`config.mk`:
```
export PLATFORM = sky130hd
export DESIGN_NAME = rdma_pkt_builder_flat
export DESIGN_NICKNAME = d
export VERILOG_FILES = /design/src/rtl/rdma_pkt_builder_if.sv /design/src/rtl/rdma_pkt_builder.sv /design/src/flat_wrapper.sv
export SDC_FILE = /design/constraint.sdc
export NUM_CORES = 1
export LEC_CHECK = 0
export CORE_AREA = 2 2 465 467
export CTS_CLUSTER_SIZE = 40
export DETAILED_ROUTE_END_ITERATION = 12
export DIE_AREA = 0 0 467 469
export GPL_TIMING_DRIVEN = 0
export HOLD_SLACK_MARGIN = 0.03
export PLACE_DENSITY = 0.36
export SLEW_MARGIN = 30
export SYNTH_ARGS = -nofsm -noshare
export SYNTH_HDL_FRONTEND = slang
export SYNTH_SLANG_ARGS = --single-unit
```
`constraint.sdc`:
```
create_clock -name clk -period 17.8 [get_ports clk]
set_clock_uncertainty 0.1 [all_clocks]
set_input_delay 3.56 -clock clk [delete_from_list [all_inputs] [get_ports clk]]
set_output_delay 3.56 -clock clk [all_outputs]
set_load 0.01 [all_outputs]
```
`src/rtl/rdma_pkt_builder_if.sv`:
```
// Bus bundle for rdma_pkt_builder: send request, payload stream in, frame stream out, status.
// The slave modport is the builder's view; master is the request/payload source and frame sink.
interface rdma_pkt_builder_if #(
    parameter int DATA_WBITS = 512,
    parameter int DATA_WBYTS = DATA_WBITS / 8
);
    logic [63:0]           req_addr;
    logic [7:0]            req_beats;
    logic                  req_valid;
    logic                  req_ready;

    logic [DATA_WBITS-1:0] axis_pay_tdata;
    logic                  axis_pay_tlast;
    logic                  axis_pay_tvalid;
    logic                  axis_pay_tready;

    logic [DATA_WBITS-1:0] axis_out_tdata;
    logic [DATA_WBYTS-1:0] axis_out_tkeep;
    logic                  axis_out_tvalid;
    logic                  axis_out_tlast;
    logic                  axis_out_tready;

    logic                  len_err;
    logic [31:0]           pkt_count;

    modport master (
        output req_addr, req_beats, req_valid,
        input  req_ready,
        output axis_pay_tdata, axis_pay_tlast, axis_pay_tvalid,
        input  axis_pay_tready,
        input  axis_out_tdata, axis_out_tkeep, axis_out_tvalid, axis_out_tlast,
        output axis_out_tready,
        input  len_err, pkt_count
    );

    modport slave (
        input  req_addr, req_beats, req_valid,
        output req_ready,
        input  axis_pay_tdata, axis_pay_tlast, axis_pay_tvalid,
        output axis_pay_tready,
        output axis_out_tdata, axis_out_tkeep, axis_out_tvalid, axis_out_tlast,
        input  axis_out_tready,
        output len_err, pkt_count
    );
endinterface

```
`src/rtl/rdma_pkt_builder.sv`:
```
// RDMA transmit framer: one 64-byte Ethernet/IPv4/UDP/RDMA header beat followed by
// N payload beats passed through from the payload stream. Only a 512-bit datapath is supported.
module rdma_pkt_builder #(
    parameter int          DATA_WBITS     = 512,
    parameter int          DATA_WBYTS     = DATA_WBITS / 8,
    parameter logic [47:0] SRC_MAC        = 48'h02_00_00_00_00_02,
    parameter logic [47:0] DST_MAC        = 48'h02_00_00_00_00_01,
    parameter logic [31:0] SRC_IP         = 32'h0A01_0102,
    parameter logic [31:0] DST_IP         = 32'h0A01_0101,
    parameter logic [15:0] RDMA_SRC_PORT  = 16'd11111,
    parameter logic [15:0] RDMA_DEST_PORT = 16'd11111
) (
    input logic               clk,
    input logic               resetn,
    rdma_pkt_builder_if.slave bus
);

    typedef enum logic [1:0] {StIdle, StCalc, StSendHdr, StSendData} state_e;

    localparam int HdrBytes = 64;

    state_e        state_q, state_d;
    logic [63:0]   addr_q;
    logic [7:0]    beats_q;
    logic [7:0]    cnt_q;
    logic [15:0]   ip_len_q, udp_len_q, csum_q, ip_id_q;
    logic          len_err_q;
    logic [31:0]   pkt_count_q;

    logic [15:0]   ip_len_calc, udp_len_calc;
    logic          req_fire, pay_fire, out_fire, last_beat;
    logic [511:0]  hdr_be;
    logic [DATA_WBITS-1:0] hdr;

    function automatic logic [15:0] ip_csum(input logic [15:0] len, input logic [15:0] id);
        logic [31:0] sum;
        sum = 32'h4500 + 32'h4000 + 32'h4011 + {16'h0, len} + {16'h0, id}
            + {16'h0, SRC_IP[31:16]} + {16'h0, SRC_IP[15:0]}
            + {16'h0, DST_IP[31:16]} + {16'h0, DST_IP[15:0]};
        // Nine 16-bit terms: two folds always leave the carry cleared.
        sum = {16'h0, sum[31:16]} + {16'h0, sum[15:0]};
        sum = {16'h0, sum[31:16]} + {16'h0, sum[15:0]};
        return ~sum[15:0];
    endfunction

    assign ip_len_calc  = 16'd50 + {2'b00, beats_q, 6'b000000};
    assign udp_len_calc = 16'd30 + {2'b00, beats_q, 6'b000000};
    assign last_beat    = (cnt_q == beats_q - 8'd1);

    // Header written big-endian as one vector, then byte-swapped onto the little-endian bus.
    assign hdr_be = {DST_MAC, SRC_MAC, 16'h0800,
                     16'h4500, ip_len_q, ip_id_q, 16'h4000, 16'h4011, csum_q, SRC_IP, DST_IP,
                     RDMA_SRC_PORT, RDMA_DEST_PORT, udp_len_q, 16'h0000,
                     addr_q, 112'h0};

    always_comb begin
        hdr = '0;
        for (int k = 0; k < HdrBytes; k++) begin
            hdr[8*k +: 8] = hdr_be[511 - 8*k -: 8];
        end
    end

    always_comb begin
        state_d             = state_q;
        bus.req_ready       = 1'b0;
        bus.axis_pay_tready = 1'b0;
        bus.axis_out_tvalid = 1'b0;
        bus.axis_out_tlast  = 1'b0;
        bus.axis_out_tdata  = '0;
        unique case (state_q)
            StIdle: begin
                bus.req_ready = resetn;
                if (bus.req_valid && resetn) state_d = StCalc;
            end
            StCalc: state_d = StSendHdr;
            StSendHdr: begin
                bus.axis_out_tvalid = 1'b1;
                bus.axis_out_tdata  = hdr;
                bus.axis_out_tlast  = (beats_q == 8'd0);
                if (bus.axis_out_tready) begin
                    state_d = (beats_q == 8'd0) ? StIdle : StSendData;
                end
            end
            StSendData: begin
                bus.axis_out_tvalid = bus.axis_pay_tvalid;
                bus.axis_out_tdata  = bus.axis_pay_tdata;
                bus.axis_out_tlast  = last_beat;
                bus.axis_pay_tready = bus.axis_out_tready;
                if (bus.axis_pay_tvalid && bus.axis_out_tready && last_beat) state_d = StIdle;
            end
            default: state_d = StIdle;
        endcase
    end

    assign req_fire = bus.req_valid & bus.req_ready;
    assign pay_fire = bus.axis_pay_tvalid & bus.axis_pay_tready;
    assign out_fire = bus.axis_out_tvalid & bus.axis_out_tready;

    always_ff @(posedge clk) begin
        if (!resetn) begin
            state_q     <= StIdle;
            addr_q      <= '0;
            beats_q     <= '0;
            cnt_q       <= '0;
            ip_len_q    <= '0;
            udp_len_q   <= '0;
            csum_q      <= '0;
            ip_id_q     <= '0;
            len_err_q   <= 1'b0;
            pkt_count_q <= '0;
        end else begin
            state_q <= state_d;
            if (req_fire) begin
                addr_q  <= bus.req_addr;
                beats_q <= bus.req_beats;
                cnt_q   <= '0;
            end
            if (state_q == StCalc) begin
                ip_len_q  <= ip_len_calc;
                udp_len_q <= udp_len_calc;
                csum_q    <= ip_csum(ip_len_calc, ip_id_q);
            end
            if (pay_fire) begin
                cnt_q <= cnt_q + 8'd1;
                if (bus.axis_pay_tlast != last_beat) len_err_q <= 1'b1;
            end
            if (out_fire && bus.axis_out_tlast) begin
                pkt_count_q <= pkt_count_q + 32'd1;
                ip_id_q     <= ip_id_q + 16'd1;
            end
        end
    end

    assign bus.axis_out_tkeep = {DATA_WBYTS{1'b1}};
    assign bus.len_err        = len_err_q;
    assign bus.pkt_count      = pkt_count_q;

endmodule

```
`src/flat_wrapper.sv`:
```
// flat-port wrapper written by rule: the top's interface ports become plain ports
module rdma_pkt_builder_flat 
#(
    parameter int          DATA_WBITS     = 512,
    parameter int          DATA_WBYTS     = DATA_WBITS / 8,
    parameter logic [47:0] SRC_MAC        = 48'h02_00_00_00_00_02,
    parameter logic [47:0] DST_MAC        = 48'h02_00_00_00_00_01,
    parameter logic [31:0] SRC_IP         = 32'h0A01_0102,
    parameter logic [31:0] DST_IP         = 32'h0A01_0101,
    parameter logic [15:0] RDMA_SRC_PORT  = 16'd11111,
    parameter logic [15:0] RDMA_DEST_PORT = 16'd11111
)
  (clk, resetn, bus_req_addr, bus_req_beats, bus_req_valid, bus_req_ready, bus_axis_pay_tdata, bus_axis_pay_tlast, bus_axis_pay_tvalid, bus_axis_pay_tready, bus_axis_out_tdata, bus_axis_out_tkeep, bus_axis_out_tvalid, bus_axis_out_tlast, bus_axis_out_tready, bus_len_err, bus_pkt_count);
  rdma_pkt_builder_if #(.DATA_WBITS(DATA_WBITS), .DATA_WBYTS(DATA_WBYTS)) bus_i ();
  input logic clk;
  input logic resetn;
  input wire logic [$bits(bus_i.req_addr)-1:0] bus_req_addr;
  input wire logic [$bits(bus_i.req_beats)-1:0] bus_req_beats;
  input wire logic [$bits(bus_i.req_valid)-1:0] bus_req_valid;
  output wire logic [$bits(bus_i.req_ready)-1:0] bus_req_ready;
  input wire logic [$bits(bus_i.axis_pay_tdata)-1:0] bus_axis_pay_tdata;
  input wire logic [$bits(bus_i.axis_pay_tlast)-1:0] bus_axis_pay_tlast;
  input wire logic [$bits(bus_i.axis_pay_tvalid)-1:0] bus_axis_pay_tvalid;
  output wire logic [$bits(bus_i.axis_pay_tready)-1:0] bus_axis_pay_tready;
  output wire logic [$bits(bus_i.axis_out_tdata)-1:0] bus_axis_out_tdata;
  output wire logic [$bits(bus_i.axis_out_tkeep)-1:0] bus_axis_out_tkeep;
  output wire logic [$bits(bus_i.axis_out_tvalid)-1:0] bus_axis_out_tvalid;
  output wire logic [$bits(bus_i.axis_out_tlast)-1:0] bus_axis_out_tlast;
  input wire logic [$bits(bus_i.axis_out_tready)-1:0] bus_axis_out_tready;
  output wire logic [$bits(bus_i.len_err)-1:0] bus_len_err;
  output wire logic [$bits(bus_i.pkt_count)-1:0] bus_pkt_count;
  assign bus_i.req_addr = bus_req_addr;
  assign bus_i.req_beats = bus_req_beats;
  assign bus_i.req_valid = bus_req_valid;
  assign bus_req_ready = bus_i.req_ready;
  assign bus_i.axis_pay_tdata = bus_axis_pay_tdata;
  assign bus_i.axis_pay_tlast = bus_axis_pay_tlast;
  assign bus_i.axis_pay_tvalid = bus_axis_pay_tvalid;
  assign bus_axis_pay_tready = bus_i.axis_pay_tready;
  assign bus_axis_out_tdata = bus_i.axis_out_tdata;
  assign bus_axis_out_tkeep = bus_i.axis_out_tkeep;
  assign bus_axis_out_tvalid = bus_i.axis_out_tvalid;
  assign bus_axis_out_tlast = bus_i.axis_out_tlast;
  assign bus_i.axis_out_tready = bus_axis_out_tready;
  assign bus_len_err = bus_i.len_err;
  assign bus_pkt_count = bus_i.pkt_count;
  rdma_pkt_builder #(.DATA_WBITS(DATA_WBITS), .DATA_WBYTS(DATA_WBYTS), .SRC_MAC(SRC_MAC), .DST_MAC(DST_MAC), .SRC_IP(SRC_IP), .DST_IP(DST_IP), .RDMA_SRC_PORT(RDMA_SRC_PORT), .RDMA_DEST_PORT(RDMA_DEST_PORT)) u_core (.clk(clk), .resetn(resetn), .bus(bus_i));
endmodule
```
* Word-level counts from Yosys, hierarchy flattened
Cells that the tools add are included.
Cells by class: add/subtract/negate cells 14, equality and inequality tests 8, mux-type cells 12, bitwise gates (word level) 4, reductions and logical operators 9
Operators by type and width (number):
- one-hot mux 512 bit (2 select lines) | 1
- adder 32 x 12 -> 32 bit (second input constant) | 2
- adder 32 x 9 -> 32 bit (second input constant) | 2
- adder 32 x 1 -> 32 bit (second input constant) | 1
- adder 32 x 16 -> 32 bit | 1
- adder 16 x 16 -> 17 bit | 1
- adder 16 x 16 -> 17 bit (first input constant) | 1
- adder 16 x 1 -> 16 bit (second input constant) | 1
- adder 16 bit | 1
- 2-to-1 mux 8 bit | 2
- inverter 16 bit | 1
- adder 5 x 14 -> 15 bit (first input constant) | 1
- adder 6 x 14 -> 15 bit (first input constant) | 1
- adder 8 x 1 -> 8 bit (second input constant) | 1
- equality test 8 bit | 1
- zero test 8 bit | 1
- 2-to-1 mux 2 bit | 4
- one-hot mux 2 bit (4 select lines) | 1
- subtractor 8 x 1 -> 8 bit (second input constant) | 1
- equality test 2 bit (second input constant) | 2
- logical AND 1 bit | 4
- != test 2 x 1 -> 1 bit (second input constant) | 2
- one-hot mux 1 bit (2 select lines) | 2
- AND 1 bit | 3
- other kinds (8) | 9
Word-level totals: register bits after elaboration 179, input bits 590, output and inout bits 613

* Logic depth before layout (Yosys ltp)
Gate-level depths: netlist (run 1).
depth in word-level cells 10, gate-level depth with buffers 32

* Least setup slack after synthesis (run 1)
No wires, ideal clock.
path type input-to-output, start point input resetn, end point output bus_req_ready, arrival time 4316 ps, slack 9824 ps, stages on the path 3, path buffers 1, cell sequence clkbuf_1 -> clkinv_1 -> nor3_1
On the way: cells in the longest elaborated chain, start to end 1
Ends and longest elaborated chain:
- from (decl) | line flat_wrapper.sv:16 | input logic resetn;
- 2-to-1 mux 1 bit | line rdma_pkt_builder.sv:70 | unique case (state_q)
- to (decl) | line flat_wrapper.sv:20 | output wire logic [$bits(bus_i.req_ready)-1:0] bus_req_ready;
Every way passes these cells.

* Final worst setup path (run 1)
Ends and elaborated chain as after synthesis.

==> results.json, run 1 <==
{
  "num-fill-cells": 24677,
  "period_needed_ps": 9520,
  "ir_worst_vdd_v": 0.0000648,
  "required_ps": 14140,
  "slew_headroom": 0.401,
  "grt_pass1_vias": 18300,
  "cts_inserted_buffers": 17,
  "cp_cell_sequence": "clkbuf_1 -> clkinv_1 -> nor3_1 -> clkdlybuf4s50_1",
  "cts-resized-gates": 0,
  "cts_max_level": 4,
  "min_path_type": "flop to flop",
  "worstPathArrival_ps": 5860,
  "drt-pass1-iter-count": 7,
  "cp-start-kind": "input port",
  "wire_per_inst_microns": 32.6,
  "synth-simple-area-share": 0.374,
  "fin_ws_ps": 8280,
  "clkSinkCount": 156,
  "yosys_register_bits": 156,
  "maxCapViolations": 0,
  "period_share": 0.535,
  "finalMaxSlewViolations": 0,
  "antenna_found_initial": 193,
  "routed_wl_microns": 195000,
  "pin_count": 1203,
  "grt_pass1_wl_microns": 233000,
  "grt_max_degree": 17,
  "port_buffers": 1137,
  "synth_warnings": 0,
  "synth-adder-area-share": 0.0313,
  "core_sq_um": 214000,
  "die_w_microns": 467,
  "place_ws_ps": 8180,
  "cts_setup_buffers": 0,
  "synth_compound_area_frac": 0.121,
  "max_slew.worst_pin.slew_ps": 898,
  "leakagePower_uw": 0.0109,
  "final-setup-viol-count": 0,
  "synthMuxAreaShare": 0.0770,
  "outcome": "finished, final reports clean",
  "ant_nets": 0,
  "drt_iter0_drc": 1056,
  "hpwl_microns": 180000,
  "gr-total-overflow": 0,
  "finish.net_count": 3692,
  "crit_path_max_fanout": 10,
  "setup-tns-final_ps": 0,
  "max_freq_ghz": 0.105,
  "die_y_microns": 469,
  "finalHoldViolations": 0,
  "critPathCaptureType": "output port",
  "syn_inst": 1842,
  "place_congestion": 0.958,
  "synth-edff-count": 0,
  "insertion_delay_ps": 460,
  "cts_tree": "built",
  "start_util": 0.0628,
  "yosysSeqAreaShare": 0.233,
  "synth_top_family_by_area": "simple AND/OR/NAND/NOR gates",
  "clk_pin_slew_worst_paths_ps": 60,
  "syn_area_per_cell_sq_um": 7.29,
  "synth_xor_area_frac": 0.0580,
  "synth_cell_types": 77,
  "syn_area_sq_um": 13400,
  "row_count": 170,
  "dieArea_sq_um": 219000,
  "synthArstFlopShare": 0,
  "crit_slowest_cell": "nor3_1",
  "vias": 19218,
  "via_per_inst": 3.21,
  "hold_buffers": 0,
  "route.detailed.drc": 0,
  "synth_top_flop_cell": "dfxtp_1",
  "area.growth.synth_to_final_pct": 120,
  "rsz0062_at_grt": "no",
  "root_buffer": "clkbuf_16",
  "drive_gt1_frac": 0.0549,
  "cpPeakStageDelay_ps": 690,
  "clock_path_buffers": 2,
  "grt_use_total": 0.168,
  "p_per_area_nw_per_um2": 46.9,
  "path_class": "input port to output port"
}
-- power by group --
group / switching, uW / internal, uW / leakage, uW
clock: 179 / 197 / 0.000278
sequential: 31.5 / 368 / 0.00127
combinational: 328 / 284 / 0.00939
-- metal layers --
metal  GRT usage  up-vias  part of all wire
met5           0        -            0.0018
met4      0.0857       56             0.064
met3      0.0412      395             0.063
met2       0.315     1000              0.52
met1       0.172     9087              0.35
li1            -     8680                 -
-- cells in the mapped netlist, types with 3 or more instances --
master / instances / area share
a211oi_1: 3 / 0.0017
buf_2: 11 / 0.0041
and3_1: 366 / 0.17
and2_1: 8 / 0.0037
buf_4: 64 / 0.036
o21ai_0: 90 / 0.034
nand4_1: 12 / 0.0056
nor3b_1: 5 / 0.0028
a21oi_1: 43 / 0.016
o31ai_1: 3 / 0.0017
nand3_1: 27 / 0.010
dfxtp_1: 156 / 0.23
nor4_2: 5 / 0.0047
a311oi_1: 3 / 0.0020
xor2_1: 26 / 0.017
o21bai_1: 5 / 0.0028
mux2i_1: 101 / 0.075
clkbuf_1: 153 / 0.043
nand2b_1: 13 / 0.0061
nor3_1: 14 / 0.0052
or3_1: 5 / 0.0023
nor2_1: 80 / 0.022
nor2b_1: 107 / 0.050
nand2_1: 231 / 0.065
a21boi_0: 64 / 0.036
a31oi_1: 4 / 0.0019
buf_1: 12 / 0.0034
nor3_2: 7 / 0.0052
inv_1: 68 / 0.019
o211ai_1: 4 / 0.0022
ha_1: 32 / 0.030
a21o_1: 4 / 0.0022
xnor2_1: 61 / 0.040
-- final cells by class --
cell class              instances  area (sq um)  area share
well taps                    2838          3550       0.120
multi-input cells            1439          9120       0.308
inverters                      69           259     0.00876
clock buffers                  17           425      0.0144
diodes                         67           168     0.00567
clock inverters                14           154     0.00520
flip-flops and latches        156          3120       0.106
repair buffers               1145         11600       0.392
plain buffers                 241          1190      0.0404
-- worst paths after layout --
kind | from | cells past startpoint | end | slack, ps
setup / recovery | resetn | 4 | bus_req_ready | 8280
hold / removal | u_core.ip_len_q[13] | 2 | u_core.ip_len_q[13] | 360
setup reg to reg | u_core.beats_q[0] | 31 | u_core.csum_q[15] | 9380
hold reg to reg | u_core.ip_len_q[13] | 2 | u_core.ip_len_q[13] | 360
-- critical path: cells and delay by family --
kind	cells	cell delay (ps)
buffers and inverters	3	1600
AND/OR/NAND/NOR	1	690
-- through the flow --
| step | power, uW | instances | cell area (sq um) | utilization | hold WS [ps] |
|---|---|---|---|---|---|
| global placement | 1020 | 5880 | 28600 | 0.134 | 352 |
| finish | 1390 | 5986 | 29600 | 0.138 | 360 |
| global route | 1460 | 5960 | 29500 | 0.138 | 379 |
| CTS | 1410 | 5919 | 29400 | 0.138 | 364 |
| floorplan | 619 | 1905 | 13700 | - | 331 |
| detailed placement | 1030 | 5888 | 28800 | 0.135 | 355 |
-- flip-flops by register name (all words and copies together) (netlist names) --
register	cells
u_core.ip_id_q	16
u_core.bus.len_err	1
u_core.udp_len_q	8
u_core.ip_len_q	1
u_core.cnt_q	8
u_core.csum_q	16
u_core.beats_q	8
u_core.bus.pkt_count	32
u_core.addr_q	64
u_core.state_q	2
-- cells in the final DEF (no fill, tap or decap), types with 6 or more instances in the layout --
cell | netlist | layout
clkdlybuf4s50_1 | 0 | 1137
and3_1 | 366 | 366
nand2_1 | 231 | 231
dfxtp_1 | 156 | 156
clkbuf_1 | 153 | 136
nor2b_1 | 107 | 107
mux2i_1 | 101 | 101
o21ai_0 | 90 | 90
nor2_1 | 80 | 80
inv_1 | 68 | 68
diode_2 | 0 | 67
a21boi_0 | 64 | 64
buf_4 | 64 | 64
conb_1 | 1 | 64
xnor2_1 | 61 | 61
a21oi_1 | 43 | 43
ha_1 | 32 | 32
nand3_1 | 27 | 27
xor2_1 | 26 | 26
clkbuf_16 | 0 | 17
clkbuf_2 | 0 | 16
buf_2 | 11 | 15
nor3_1 | 14 | 14
nand2b_1 | 13 | 13
nand4_1 | 12 | 12
buf_1 | 12 | 8
and2_1 | 8 | 8
nor3_2 | 7 | 7
buf_16 | 0 | 6
-- logic make-up after synthesis --
group                    count (synthesis)
other                                    1
buffers and inverters                  310
flip-flops                             156
AO/OA/AOI/OAI                          247
multiplexers                           103
adder cells (fa/ha/maj)                 33
XOR/XNOR                                88
AND/OR/NAND/NOR                        904
No activity file was read; power rests on OpenSTA's default activity.
==> run 2: changes to the inputs <==
CORE_AREA = 2 2 472 474   (was 2 2 465 467)
DIE_AREA = 0 0 474 476   (was 0 0 467 469)
clock period = 8.9 ns   (was 17.8 ns; I/O delays follow)
==> run 2 against run 1 <==
Net effect: hold slack better by 1.0 ps; critical path depth is 27 higher; core utilization is 0.39 points lower; wire length is 0.87% higher; combinational power is 98% higher; non-clock buffer count is 2 lower; setup slack worse by 7500 ps; first-iteration DRC count is 9.4% lower; flip-flop and latch count stayed put; critical path type is now flop to flop; clock-buffer cell count is 1 higher.
==> results.json, run 2 (synthesized netlist as in run 1, its figures left out) <==
{
  "max_freq_ghz": 0.123,
  "ir_worst_vdd_v": 0.000161,
  "core_sq_um": 221000,
  "crit_slowest_cell": "nor4bb_2",
  "reg2regPathDepth": 31,
  "crit_path_max_fanout": 9,
  "rsz0062_at_grt": "no",
  "die_w_microns": 474,
  "cpPeakStageDelay_ps": 590,
  "path_class": "flop to flop",
  "clk_pin_slew_worst_paths_ps": 70,
  "mostFrequentLayoutCell": "clkdlybuf4s50_1",
  "grt_pass1_vias": 18437,
  "route.detailed.drc": 0,
  "rr_endpoint": "u_core.csum_q[15]",
  "wire_per_inst_microns": 32.1,
  "routed_wl_microns": 197000,
  "dieArea_sq_um": 226000,
  "die_y_microns": 476,
  "grt_use_total": 0.166,
  "area.growth.synth_to_final_pct": 121,
  "grt_max_degree": 17,
  "p_sw_uw": 1070,
  "cts_tree": "built",
  "slew_headroom": 0.374,
  "ant_nets": 0,
  "drt-pass1-iter-count": 5,
  "antenna_found_initial": 218,
  "insertion_delay_ps": 500,
  "critPathCaptureType": "flop",
  "period_share": 0.910,
  "grt_pass1_wl_microns": 234000,
  "leakagePower_uw": 0.0109,
  "cts_inserted_buffers": 17,
  "fin_ws_ps": 801,
  "largest_register_ffs": 64,
  "regMostFlops": "u_core.addr_q",
  "gr-total-overflow": 0,
  "period_needed_ps": 8100,
  "setup-tns-final_ps": 0,
  "fin_hold_ws_ps": 361,
  "vias": 19311,
  "pin_count": 1203,
  "drive_gt1_frac": 0.0536,
  "row_count": 173,
  "port_buffers": 1137,
  "max_slew.worst_pin.slew_ps": 940,
  "final_cell_mix": "clkdlybuf4s50_1 (1,137), and3_1 (366), nand2_1 (231), dfxtp_1 (156), clkbuf_1 (141)",
  "start_util": 0.0607,
  "finish.net_count": 3690,
  "num-fill-cells": 25593,
  "hpwl_microns": 180000,
  "finalMaxSlewViolations": 0,
  "p_per_area_nw_per_um2": 93.1,
  "internal_power_uw": 1690,
  "crit_path_start": "u_core.beats_q[0]",
  "power_frac_seq": 0.285,
  "hold_buffers": 0,
  "place_congestion": 0.937,
  "drt_iter0_drc": 957,
  "setup.worst_path.end": "u_core.csum_q[15]",
  "clock_path_buffers": 2,
  "worstPathArrival_ps": 8360,
  "cts_max_level": 4,
  "pwr-share-clk": 0.278,
  "cp-start-kind": "flop",
  "final-setup-viol-count": 0,
  "required_ps": 9160,
  "min_path_type": "flop to flop",
  "root_buffer": "clkbuf_16",
  "finalHoldViolations": 0,
  "switching_share": 0.387,
  "maxCapViolations": 0,
  "dp_cells": 6023,
  "p_comb_frac": 0.437,
  "clkSinkCount": 156,
  "outcome": "finished, final reports clean",
  "via_per_inst": 3.15,
  "r2r_slack_ps": 800,
  "stdcell_count": 6131,
  "cpMostUsedCell": "ha_1",
  "r2r-start": "u_core.beats_q[0]",
  "place_ws_ps": 559
}
==> run 2: changes by cell type in the layout (fill, tap and decap cells not counted), sizes merged <==
cell / previous run / this run
diode: 67 / 76
buf: 96 / 94
clkinvlp: 2 / 0
clkbuf: 170 / 171
clkinv: 5 / 6
inv: 75 / 76
==> run 2: critical path: cells and delay by family, from the launching register on <==
| family | cells | cell delay [ps] |
|---|---|---|
| AOI/OAI and AO/OA | 8 | 1740 |
| DFF | 1 | 330 |
| xor gates and xnor gates | 2 | 370 |
| buffers and inverters | 5 | 820 |
| adders and majority gates | 6 | 1770 |
| and+or+nand+nor | 10 | 2830 |
==> run 2: what timing repair did <==
action,CTS,global route
hold endpoints to repair,0,0
gates resized for setup,0,1
setup buffers,0,0
setup endpoints to repair,0,2
==> run 2: metal layers <==
layer / share of wire / GRT usage / up-vias
li1: - / - / 8669
met1: 0.33 / 0.157 / 9132
met2: 0.55 / 0.322 / 1021
met3: 0.062 / 0.0436 / 421
met4: 0.057 / 0.0906 / 68
met5: 0.0020 / 0 / -
==> run 2: cell type report <==
type                    instances  area, sq um  share of cell area
clock inverters                14          150             0.00505
flip-flops and latches        156         3120               0.105
plain buffers                 241         1190              0.0400
clock buffers                  18          429              0.0144
inverters                      69          259             0.00872
diodes                         76          190             0.00640
multi-input cells            1439         9130               0.307
repair buffers               1143        11500               0.388
well taps                    2975         3720               0.125
==> run 2: metrics by stage <==
step / power (uW) / instance area [sq um] / utilization
floorplan: 1240 / 13700 / -
global placement: 2010 / 28800 / 0.130
detailed placement: 2030 / 28900 / 0.131
CTS: 2830 / 29500 / 0.134
global route: 2910 / 29600 / 0.134
finish: 2770 / 29700 / 0.134
==> run 2: worst min path at each step <==
stage / start / end / depth (start not counted) / slack (ps)
detailed placement: u_core.udp_len_q[10] / u_core.udp_len_q[10] / 2 / 350
global placement: u_core.addr_q[16] / u_core.addr_q[16] / 2 / 350
floorplan: u_core.csum_q[2] / u_core.csum_q[2] / 2 / 330
finish: u_core.addr_q[6] / u_core.addr_q[6] / 2 / 360
global route: u_core.udp_len_q[12] / u_core.udp_len_q[12] / 2 / 380
CTS: u_core.udp_len_q[10] / u_core.udp_len_q[10] / 2 / 360
==> run 2: power groups by stage <==
stage,clock network (uW),registers (uW),logic [uW]
4_1_cts,809,796,1220
5_1_grt,827,795,1290
2_1_floorplan,0,767,471
6_report,768,790,1210
3_5_place_dp,0,812,1220
3_3_place_gp,0,811,1200
==> run 3: changes to the inputs <==
SLEW_MARGIN = 0   (was 30)
==> run 3 against run 2 <==
Net effect: wire length hardly changed; largest power group unchanged; hold slack hardly changed; highest routed layer unchanged; critical endpoint unchanged; clock-buffer cell count down 1.
==> results.json, run 3 (synthesized netlist as in run 1, its figures left out) <==
{
  "largest_register_ffs": 64,
  "gr-total-overflow": 0,
  "mostFrequentLayoutCell": "clkdlybuf4s50_1",
  "grt_use_total": 0.166,
  "worstPathArrival_ps": 8570,
  "cts_tree": "built",
  "antenna_found_initial": 221,
  "route.detailed.drc": 0,
  "row_count": 173,
  "cts_inserted_buffers": 17,
  "cts_setup_buffers": 0,
  "grt_pass1_wl_microns": 235000,
  "place_congestion": 0.937,
  "min_path_type": "flop to flop",
  "stdcell_count": 6110,
  "wire_per_inst_microns": 32.2,
  "hpwl_microns": 179000,
  "min_from": "u_core.udp_len_q[8]",
  "port_buffers": 1137,
  "dp_cells": 6018,
  "vias": 19233,
  "dieArea_sq_um": 226000,
  "die_w_microns": 474,
  "cpPeakStageDelay_ps": 790,
  "drive_gt1_frac": 0.0488,
  "finalMaxSlewViolations": 0,
  "pin_count": 1203,
  "finish.net_count": 3685,
  "crit_slowest_cell": "nor4bb_1",
  "finalHoldViolations": 0,
  "cts-resized-gates": 0,
  "crit_path_start": "u_core.beats_q[0]",
  "max_slew.worst_pin.slew_ps": 1270,
  "root_buffer": "clkbuf_16",
  "slew_headroom": 0.154,
  "outcome": "finished, final reports clean",
  "max_freq_ghz": 0.120,
  "cts_max_level": 4,
  "grtUsageMet2": 0.321,
  "period_needed_ps": 8300,
  "via_per_inst": 3.15,
  "crit_path_max_fanout": 9,
  "p_per_area_nw_per_um2": 93.2,
  "regMostFlops": "u_core.addr_q",
  "top_usage_layer": "met2",
  "cpMostUsedCell": "ha_1",
  "ir_worst_vdd_v": 0.000155,
  "grt_use_met3": 0.0427,
  "ant_nets": 0,
  "insertion_delay_ps": 490,
  "setup-tns-final_ps": 0,
  "final-setup-viol-count": 0,
  "period_share": 0.933,
  "rsz0062_at_grt": "no",
  "fin_hold_ws_ps": 361,
  "path_class": "flop to flop",
  "clkSinkCount": 156,
  "hold_buffers": 0,
  "clk_pin_slew_worst_paths_ps": 70,
  "die_y_microns": 476,
  "grt_max_degree": 17,
  "drt-pass1-iter-count": 5,
  "maxCapViolations": 0,
  "cp-start-kind": "flop",
  "start_util": 0.0607,
  "r2r-start": "u_core.beats_q[0]",
  "required_ps": 9170,
  "routed_wl_microns": 197000,
  "drt_iter0_drc": 901,
  "met1_usage": 0.158,
  "leakagePower_uw": 0.0108,
  "area.growth.synth_to_final_pct": 120,
  "critPathCaptureType": "flop",
  "clock_path_buffers": 2,
  "core_sq_um": 221000,
  "grt_pass1_vias": 18254,
  "final_cell_mix": "clkdlybuf4s50_1 (1,137), and3_1 (366), nand2_1 (231), dfxtp_1 (156), clkbuf_1 (148)"
}
run 3: cell types whose count changed in the layout (fill, tap and decap cells not counted), moves of 2 or more:
cell      previous run  this run
clkbuf_2            13         5
clkbuf_1           141       148
inv_6                4         6
buf_2               16        14
buf_16               4         1
buf_1                7         9
clkinv_4             4         2
diode_2             76        60
run 3: report_power, final:
part           internal (uW)  switching (uW)  leakage, uW
clock                    394             372     0.000286
combinational            551             645      0.00926
sequential               737            52.2      0.00127
run 3: critical path, delay by kind of cell, from the launching register on:
family,cells,cell delay [ps]
AO/OA/AOI/OAI,7,1420
XOR/XNOR,2,390
adder cells (fa/ha/maj),6,1920
buffers and inverters,5,830
flip-flops,1,330
AND/OR/NAND/NOR,11,3190
run 3: final cells by class:
type / count / area [sq um]
Timing Repair Buffer: 1138 / 11400
Tap cell: 2975 / 3720
Inverter: 69 / 259
Sequential cell: 156 / 3120
Fill cell: 25619 / 191000
Antenna cell: 60 / 150
Multi-Input combinational cell: 1439 / 9110
Clock buffer: 17 / 425
Buffer: 241 / 1180
Clock inverter: 15 / 151
run 3: worst paths after layout:
| path | endpoint | slack, ps | cells past startpoint |
|---|---|---|---|
| hold reg to reg | u_core.udp_len_q[8] | 360 | 2 |
| setup / recovery | u_core.csum_q[15] | 600 | 31 |
| hold / removal | u_core.udp_len_q[8] | 360 | 2 |
| setup reg to reg | u_core.csum_q[15] | 600 | 31 |
run 3: metal layers:
layer  wire length (microns)  part of all wire  vias to the layer above
li1                        -                 -                     8654
met1                   65400              0.33                     8999
met2                  107000              0.54                     1063
met3                   12400             0.063                      439
met4                   11700             0.059                       78
met5                     444            0.0023                        -
run 3: through the flow:
step                       util  cell area [sq um]  setup WS (ps)  total power (uW)
after CTS                 0.133              29400            570              2810
after global routing      0.133              29500           1.43              2900
after global placement    0.130              28800            574              2010
after detailed placement  0.130              28800            555              2020
after floorplan               -              13700           2230              1240
final                     0.134              29500            597              2750
